**src/rtl/vote_session_if.sv**
```systemverilog
// Ballot/result bundle between the voter front-end and the vote_session block.
interface vote_session_if #(
    parameter int unsigned N_VOTERS = 4
);
    localparam int unsigned CNT_W = $clog2(N_VOTERS + 1);

    logic                start;
    logic                close;
    logic [N_VOTERS-1:0] vote_valid;
    logic [N_VOTERS-1:0] vote_val;
    logic                busy;
    logic                done;
    logic                timed_out;
    logic [N_VOTERS-1:0] voted;
    logic [CNT_W-1:0]    yes_count;
    logic [2:0]          O;

    modport master (
        output start, close, vote_valid, vote_val,
        input  busy, done, timed_out, voted, yes_count, O
    );

    modport slave (
        input  start, close, vote_valid, vote_val,
        output busy, done, timed_out, voted, yes_count, O
    );
endinterface

```
**src/rtl/vote_session.sv**
```systemverilog
// Timed N-voter ballot session producing a registered one-hot reject/tie/pass result.
module vote_session #(
    parameter int unsigned N_VOTERS = 4,
    parameter int unsigned TIMEOUT  = 255
) (
    input  logic          clk,
    input  logic          rst,
    vote_session_if.slave bus
);
    localparam int unsigned CNT_W = $clog2(N_VOTERS + 1);
    localparam int unsigned TMR_W = (TIMEOUT > 1) ? $clog2(TIMEOUT) : 1;

    localparam logic [1:0] ST_IDLE = 2'b00;
    localparam logic [1:0] ST_OPEN = 2'b01;
    localparam logic [1:0] ST_DONE = 2'b10;

    localparam logic [CNT_W:0] N_EXT    = (CNT_W + 1)'(N_VOTERS);
    localparam logic [TMR_W-1:0] T_LAST = TMR_W'(TIMEOUT - 1);

    logic [1:0]          state_q, state_n;
    logic                busy_q, busy_n;
    logic                done_q, done_n;
    logic                timed_q, timed_n;
    logic [N_VOTERS-1:0] voted_q, voted_n;
    logic [CNT_W-1:0]    yes_q, yes_n;
    logic [2:0]          o_q, o_n;
    logic [TMR_W-1:0]    timer_q, timer_n;

    logic [N_VOTERS-1:0] accept;
    logic [CNT_W-1:0]    yes_add;
    logic [CNT_W-1:0]    yes_sum;
    logic [CNT_W:0]      twice_y;
    logic                all_voted;
    logic                tmo_hit;
    logic [2:0]          result;

    // Next-state and next-output logic for the session FSM.
    always_comb begin
        state_n   = state_q;
        busy_n    = 1'b0;
        done_n    = 1'b0;
        timed_n   = timed_q;
        voted_n   = voted_q;
        yes_n     = yes_q;
        o_n       = o_q;
        timer_n   = timer_q;

        accept    = bus.vote_valid & ~voted_q;
        yes_add   = '0;
        for (int i = 0; i < N_VOTERS; i++) begin
            yes_add = yes_add + CNT_W'(accept[i] & bus.vote_val[i]);
        end
        yes_sum   = yes_q + yes_add;
        twice_y   = {yes_sum, 1'b0};
        all_voted = &(voted_q | accept);
        tmo_hit   = (timer_q == T_LAST);

        if (twice_y < N_EXT) begin
            result = 3'b100;
        end else if (twice_y == N_EXT) begin
            result = 3'b010;
        end else begin
            result = 3'b001;
        end

        case (state_q)
            ST_IDLE, ST_DONE: begin
                if (bus.start) begin
                    state_n = ST_OPEN;
                    busy_n  = 1'b1;
                    timed_n = 1'b0;
                    voted_n = '0;
                    yes_n   = '0;
                    o_n     = 3'b000;
                    timer_n = '0;
                end
            end
            ST_OPEN: begin
                busy_n  = 1'b1;
                voted_n = voted_q | accept;
                yes_n   = yes_sum;
                timer_n = timer_q + TMR_W'(1);
                if (all_voted || bus.close || tmo_hit) begin
                    state_n = ST_DONE;
                    busy_n  = 1'b0;
                    done_n  = 1'b1;
                    o_n     = result;
                    timed_n = tmo_hit && !all_voted && !bus.close;
                end
            end
            default: state_n = ST_IDLE;
        endcase
    end

    // State and output registers with synchronous reset.
    always_ff @(posedge clk) begin
        if (rst) begin
            state_q <= ST_IDLE;
            busy_q  <= 1'b0;
            done_q  <= 1'b0;
            timed_q <= 1'b0;
            voted_q <= '0;
            yes_q   <= '0;
            o_q     <= 3'b000;
            timer_q <= '0;
        end else begin
            state_q <= state_n;
            busy_q  <= busy_n;
            done_q  <= done_n;
            timed_q <= timed_n;
            voted_q <= voted_n;
            yes_q   <= yes_n;
            o_q     <= o_n;
            timer_q <= timer_n;
        end
    end

    assign bus.busy      = busy_q;
    assign bus.done      = done_q;
    assign bus.timed_out = timed_q;
    assign bus.voted     = voted_q;
    assign bus.yes_count = yes_q;
    assign bus.O         = o_q;
endmodule

```
**src/flat_wrapper.sv**
```systemverilog
// flat-port wrapper written by rule: the top's interface ports become plain ports
module vote_session_flat 
#(
    parameter int unsigned N_VOTERS = 4,
    parameter int unsigned TIMEOUT  = 255
)
  (clk, rst, bus_start, bus_close, bus_vote_valid, bus_vote_val, bus_busy, bus_done, bus_timed_out, bus_voted, bus_yes_count, bus_O);
  vote_session_if #(.N_VOTERS(N_VOTERS)) bus_i ();
  input  logic clk;
  input  logic rst;
  input wire logic [$bits(bus_i.start)-1:0] bus_start;
  input wire logic [$bits(bus_i.close)-1:0] bus_close;
  input wire logic [$bits(bus_i.vote_valid)-1:0] bus_vote_valid;
  input wire logic [$bits(bus_i.vote_val)-1:0] bus_vote_val;
  output wire logic [$bits(bus_i.busy)-1:0] bus_busy;
  output wire logic [$bits(bus_i.done)-1:0] bus_done;
  output wire logic [$bits(bus_i.timed_out)-1:0] bus_timed_out;
  output wire logic [$bits(bus_i.voted)-1:0] bus_voted;
  output wire logic [$bits(bus_i.yes_count)-1:0] bus_yes_count;
  output wire logic [$bits(bus_i.O)-1:0] bus_O;
  assign bus_i.start = bus_start;
  assign bus_i.close = bus_close;
  assign bus_i.vote_valid = bus_vote_valid;
  assign bus_i.vote_val = bus_vote_val;
  assign bus_busy = bus_i.busy;
  assign bus_done = bus_i.done;
  assign bus_timed_out = bus_i.timed_out;
  assign bus_voted = bus_i.voted;
  assign bus_yes_count = bus_i.yes_count;
  assign bus_O = bus_i.O;
  vote_session #(.N_VOTERS(N_VOTERS), .TIMEOUT(TIMEOUT)) u_core (.clk(clk), .rst(rst), .bus(bus_i));
endmodule
```
**config.mk**
```make
export PLATFORM = sky130hd
export DESIGN_NAME = vote_session_flat
export DESIGN_NICKNAME = d
export VERILOG_FILES = /design/src/rtl/vote_session_if.sv /design/src/rtl/vote_session.sv /design/src/flat_wrapper.sv
export SDC_FILE = /design/constraint.sdc
export NUM_CORES = 1
export LEC_CHECK = 0
export CORE_MARGIN = 5
export CORE_UTILIZATION = 50
export DETAILED_ROUTE_END_ITERATION = 10
export GPL_TIMING_DRIVEN = 0
export PLACE_DENSITY = 0.8
export SETUP_SLACK_MARGIN = 0.5
export SLEW_MARGIN = 20
export SYNTH_ARGS = -nofsm -noshare
export SYNTH_HDL_FRONTEND = slang
export SYNTH_SLANG_ARGS = --single-unit
```
**constraint.sdc**
```tcl
create_clock -name clk -period 4.59 [get_ports clk]
set_clock_uncertainty 0.2 [all_clocks]
set_input_delay 0.459 -clock clk [delete_from_list [all_inputs] [get_ports clk]]
set_output_delay 0.459 -clock clk [all_outputs]
set_load 0.02 [all_outputs]
```
* Word-level counts from Yosys, hierarchy flattened
Cells that the tools add are included.
** Storage, ports and cells
- Flip-flop bits (word level) :: 23
- Output and inout port bits :: 13
** Operators by class
- Add/sub/neg operators :: 5
- $lt $le $gt $ge :: 1
- Equality and inequality tests :: 6
- Multiplexer cells :: 20
- Bitwise logic cells :: 8
- Reduce and logical (&&, ||, !) cells :: 14
** Operator list (number)
- $pmux 8 s2 :: 1
- $add 3x3->3 :: 4
- $pmux 3 s2 :: 2
- $mux 3 :: 3
- $add 8x1->8 const B :: 1
- $eq 8x8->1 const B :: 1
- $mux 8 :: 1
- $pmux 4 s2 :: 1
- $mux 2 :: 3
- $mux 1 :: 5
- $and 1x1->1 :: 4
- $and 4x4->4 :: 1
- $lt 4x3->1 const B :: 1
- $mux 4 :: 1
- $not 4->4 :: 1
- $or 4x4->4 :: 1
- $pmux 1 s2 :: 2
- $pmux 2 s2 :: 1
- $reduce_and 2->1 :: 2
- $reduce_and 4->1 :: 1
- $reduce_or 2->1 :: 2
- $eq 3x2->1 const B :: 1
- $reduce_and 3->1 :: 1
- $eq 2x1->1 const B :: 1
- 9 further kinds :: 12

* Logic depth before layout (Yosys ltp)
- Depth after elaboration :: 12
- Depth in mapped cells :: 9

* Worst setup path before layout
No wires, ideal clock.
- Kind :: reg-to-reg
- From :: reg u_core.voted_q[3], in the netlist u_core.bus.voted[3]
- To :: reg u_core.o_q[2], in the netlist u_core.bus.O[2]
- Setup time :: 0.072 ns
- Arrival time :: 2.651 ns
- Data required time :: 4.318 ns
- Slack :: 1.667 ns
- Cell stages (with the launch flop) :: 8
- Buffers on the path :: 0
- Clock period less this slack :: 2.923 ns
- Path through :: dfxtp_1 > nand3b_1 > fa_1 > inv_1 > fa_1 > fa_1 > or4_1 > mux2i_1
** Between the ends
- Word-level cells in the longest chain between the ends :: 9
- Elaborated cells on any way between the ends :: 15
- Classes of those cells :: add/sub (2); order compare (1); eq/ne (1); mux (3); bitwise (4); reduce/logical (4)
** Ends and longest elaborated chain
- start: declaration :: RTL line vote_session.sv:24 : logic [N_VOTERS-1:0] voted_q, voted_n;
- start signal: assignment :: RTL line vote_session.sv:111 : voted_q <= voted_n;
- $not 4->4 :: RTL line vote_session.sv:48 : accept = bus.vote_valid & ~voted_q;
- $and 4x4->4 :: RTL line vote_session.sv:48
- $and 1x1->1 :: RTL line vote_session.sv:51 : yes_add = yes_add + CNT_W'(accept[i] & bus.vote_val[i]);
- $add 3x3->3 :: RTL line vote_session.sv:51
- $add 3x3->3 :: RTL line vote_session.sv:53 : yes_sum = yes_q + yes_add;
- $lt 4x3->1 :: RTL line vote_session.sv:58 : if (twice_y < N_EXT) begin
- $mux 3 :: RTL line vote_session.sv:58
- $mux 3 :: RTL line vote_session.sv:83 : if (all_voted || bus.close || tmo_hit) begin
- $pmux 3 s2 :: RTL line vote_session.sv:66 : case (state_q)
- end signal: assignment :: RTL line vote_session.sv:113 : o_q <= o_n;
- end: declaration :: RTL line vote_session.sv:26 : logic [2:0] o_q, o_n;
Several ways; a longest one is shown, not always the timed one. The select of a mux whose other input is x is not followed.
A chain may end at the register's enable or synchronous reset.

* Worst setup path in the final report
- From :: in bus_vote_valid[3]
- To :: reg u_core.o_q[1], in the netlist u_core.bus.O[1]
** Between the ends
- Word-level cells in the longest chain between the ends :: 9
- Elaborated cells on any way between the ends :: 16
- Classes of those cells :: add/sub (2); order compare (1); eq/ne (2); mux (4); bitwise (3); reduce/logical (4)
** Ends and longest elaborated chain
- start: declaration :: RTL line flat_wrapper.sv:13 : input wire logic [$bits(bus_i.vote_valid)-1:0] bus_vote_valid;
- $and 4x4->4 (*) :: RTL line vote_session.sv:48
- parallel branches: the longest is 8 deep, another holds $lt 4x3->1
Mark *: on every way between the ends. The select of a mux whose other input is x is not followed.

==> out/qor.csv <==
stage,metric,value,unit
timing,Max Slew Vio Count,0,
global_route,initial antenna violation count,0,
clock_tree,Root Driver,clkbuf_4,
timing,fin crit period,3.21,ns
synthesis,Post-Syn Area per Cell,8.89,um^2
floorplanning,# rows,17,
clock_tree,TritonCTS clock tree,yes,
detailed_routing,Total Routed Length,2610,um
final_layout,"most common cell after layout, fill and taps aside",clkdlybuf4s50_1,
detailed_routing,drt initial violations,23,
floorplanning,height of the chip,57.1,um
detailed_routing,DRC,0,
synthesis,fraction of registers with async set/reset,0,
global_route,first-pass GRT wire length,4530,um
timing,RSZ-0062 raised after global routing,false,
run_status,status,completed,
final_layout,design area,1410,um^2
placed_design,port bufs,24,
clock_tree,Post-CTS Setup Repair Bufs,0,
final_layout,area grow syn2layout,27.3,%
timing,fmax,0.311,GHz
pwr,worst ir drop on vdd,0.180,mV
placed_design,pre-CTS setup slack,1.02,ns
final_layout,Final nets,171,
placed_design,dpl hpwl,1980,um
floorplanning,die width,57.1,um
hold_path,class of the worst hold path,reg -> reg,
synthesis,Synth Flop Type,dfxtp_1,
critical_path,critical path launch point type,primary input,
synthesis,post-synthesis xor/xnor area fraction,0.00788,
synthesis,main combinational cell family by area after synthesis,simple AND/OR/NAND/NOR gates,
global_route,largest net degree at the start of global routing,14,
global_route,GR Overflow Total,0,
critical_path,Worst Path Max Fanout,3,
synthesis,post-synthesis mux area share,0.0293,
final_layout,"commonest cells after routing, fill and taps aside","24 x clkdlybuf4s50_1, 23 x dfxtp_1, 19 x nor2_1, 13 x a21oi_1, 9 x nand2_1",
critical_path,CP dominant cell by count,fa_1,
clock_tree,Post-CTS Resized,0,
placed_design,GPL Wtd Cong,0.716,
pwr,leakage,0.526,nW
clock_tree,Max Buffers Root-to-Sink,2,
global_route,vias in the first global route,1005,
floorplanning,Initial Utilization,0.512,
placed_design,placed cell areas,1390,um^2
global_route,Total GRT Usage,0.173,
synthesis,Post-synth EDFFs,0,
final_layout,share of cells above drive strength 1,0.0915,
timing,Final Cycle Share,0.700,
critical_path,CP Data Arrival Time,3.27,ns
critical_path,CP Data Required Time,4.65,ns
synthesis,post-synthesis compound-gate area fraction,0.190,
timing,# setup viols final,0,
detailed_routing,DR vias/cell,5.77,
synthesis,synthesis-stage register bit count,23,
critical_path,CP Class,in -> reg,
detailed_routing,Avg WL per Cell,14.4,um
timing,Least-Margin Pin Slew,0.465,ns
critical_path,critical path's largest stage delay,0.54,ns
clock_tree,H-Tree Depth,1,
synthesis,adder-cell share of the synthesized area,0.0766,
timing,setup TNS,0,ns
synthesis,synth unique cells,38,
clock_tree,"Clk Latency, worst-skew pair",0.32,ns
synthesis,synth warn,0,
clock_tree,Num CTS Buffers,3,
critical_path,slowest CP cell,fa_1,
flow_run,Max Cap Viol,0,
synthesis,simple-gate share of the synthesized area,0.256,
synthesis,"Cell Area, Synth",1110,um^2
clock_tree,CTS sink cnt,23,
detailed_routing,Final ANT Viol Nets,0,
floorplanning,core box area,2170,um^2
floorplanning,Die ar.,3260,um^2
detailed_routing,via count,1044,
floorplanning,io pins,25,
timing,Setup WS post-layout,1.38,ns
timing,Slew HR,0.690,
clock_tree,Clock transition at path regs,0.14,ns
timing,endpoints failing hold,0,
synthesis,syn_nets,142,
pwr,Power per Cell Area,274,nW/um^2
critical_path,Critical Path Sink Type,flop,
clock_tree,hold_buf cts,0,
synthesis,post-synthesis cell count,125,
critical_path,crit path cell chain,clkdlybuf4s50_1 -> nand3b_1 -> fa_1 -> inv_1 -> fa_1 -> fa_1 -> xor2_1 -> nor4b_1 -> o21ai_0 -> a31oi_1,
synthesis,"Seq/Total Area, Yosys",0.414,
detailed_routing,first drt pass iteration count,4,
final_layout,Ant. Diodes,0,
## critical path, delay by kind of cell
kind            cells  cell delay (ns)
simple gates        2             0.37
fa+ha+maj           3             1.38
xor+xnor            1             0.18
buf+inv             2             0.55
compound gates      2             0.32
## flip-flops by register name (all words and copies together) (netlist names)
register              count
u_core.bus.yes_count      3
u_core.bus.voted          4
u_core.bus.timed_out      1
u_core.bus.O              3
u_core.bus.busy           1
u_core.timer_q            8
u_core.state_q            2
u_core.bus.done           1
## final timing paths
path	startpoint	endpoint	slack (ns)	cells after the start
hold reg to reg	u_core.bus.O[2]	u_core.bus.O[2]	0.28	2
hold / removal	u_core.bus.O[2]	u_core.bus.O[2]	0.28	2
setup / recovery	bus_vote_valid[3]	u_core.bus.O[1]	1.38	10
setup reg to reg	u_core.bus.voted[3]	u_core.bus.O[1]	1.59	9
## logic make-up (layout without fill, tap and decap cells)
logic type	after synthesis	count (layout)
AOI/OAI and AO/OA	33	33
xor gates and xnor gates	1	1
adders and majority gates	5	5
buffers and inverters	7	35
DFF	23	23
muxes	3	3
and+or+nand+nor	53	53
## per-layer routing
| metal | part of all wire | global-route usage |
|---|---|---|
| met5 | 0 | 0 |
| met2 | 0.49 | 0.294 |
| met1 | 0.43 | 0.213 |
| met3 | 0.056 | 0.0362 |
| met4 | 0.015 | 0.0662 |
## metrics by stage
stage                util  total power, mW  cells  hold WS [ns]
CTS                 0.652            0.387    181         0.286
global placement    0.639            0.290    177         0.245
global route        0.652            0.407    181         0.309
detailed placement  0.639            0.292    177         0.268
floorplan               -            0.260    125         0.284
finish              0.652            0.388    181         0.283
## final cells by class
cell class	instances	area [um^2]
sequential	23	460
multi-input combinational	95	622
inverter	3	11.3
tap	28	35.0
buffer	4	17.5
clock buffer	3	22.5
fill	194	756
timing repair buffer	24	240
clock inverter	1	5.00
## power by group
part	internal (mW)	switching, mW
registers	0.206	0.00536
clock network	0.0327	0.0677
logic	0.0346	0.0414
total	0.274	0.114
## cell usage after synthesis, types with 2 or more instances
| master | count | area [um^2] |
|---|---|---|
| nor2_1 | 19 | 71.3 |
| nand2b_1 | 2 | 12.5 |
| nand3b_1 | 4 | 30.0 |
| ha_1 | 2 | 25.0 |
| inv_1 | 3 | 11.3 |
| or3_1 | 2 | 12.5 |
| o211ai_1 | 2 | 15.0 |
| buf_2 | 2 | 10.0 |
| nand4_1 | 3 | 18.8 |
| nand2_1 | 9 | 33.8 |
| a21oi_1 | 13 | 65.1 |
| a22oi_1 | 6 | 45.0 |
| clkbuf_1 | 2 | 7.51 |
| fa_1 | 3 | 60.1 |
| nand3_1 | 4 | 20.0 |
| a31oi_1 | 2 | 12.5 |
| o22a_1 | 2 | 17.5 |
| dfxtp_1 | 23 | 460 |
| o21ai_0 | 3 | 15.0 |
No activity file was read; power rests on OpenSTA's default activity.
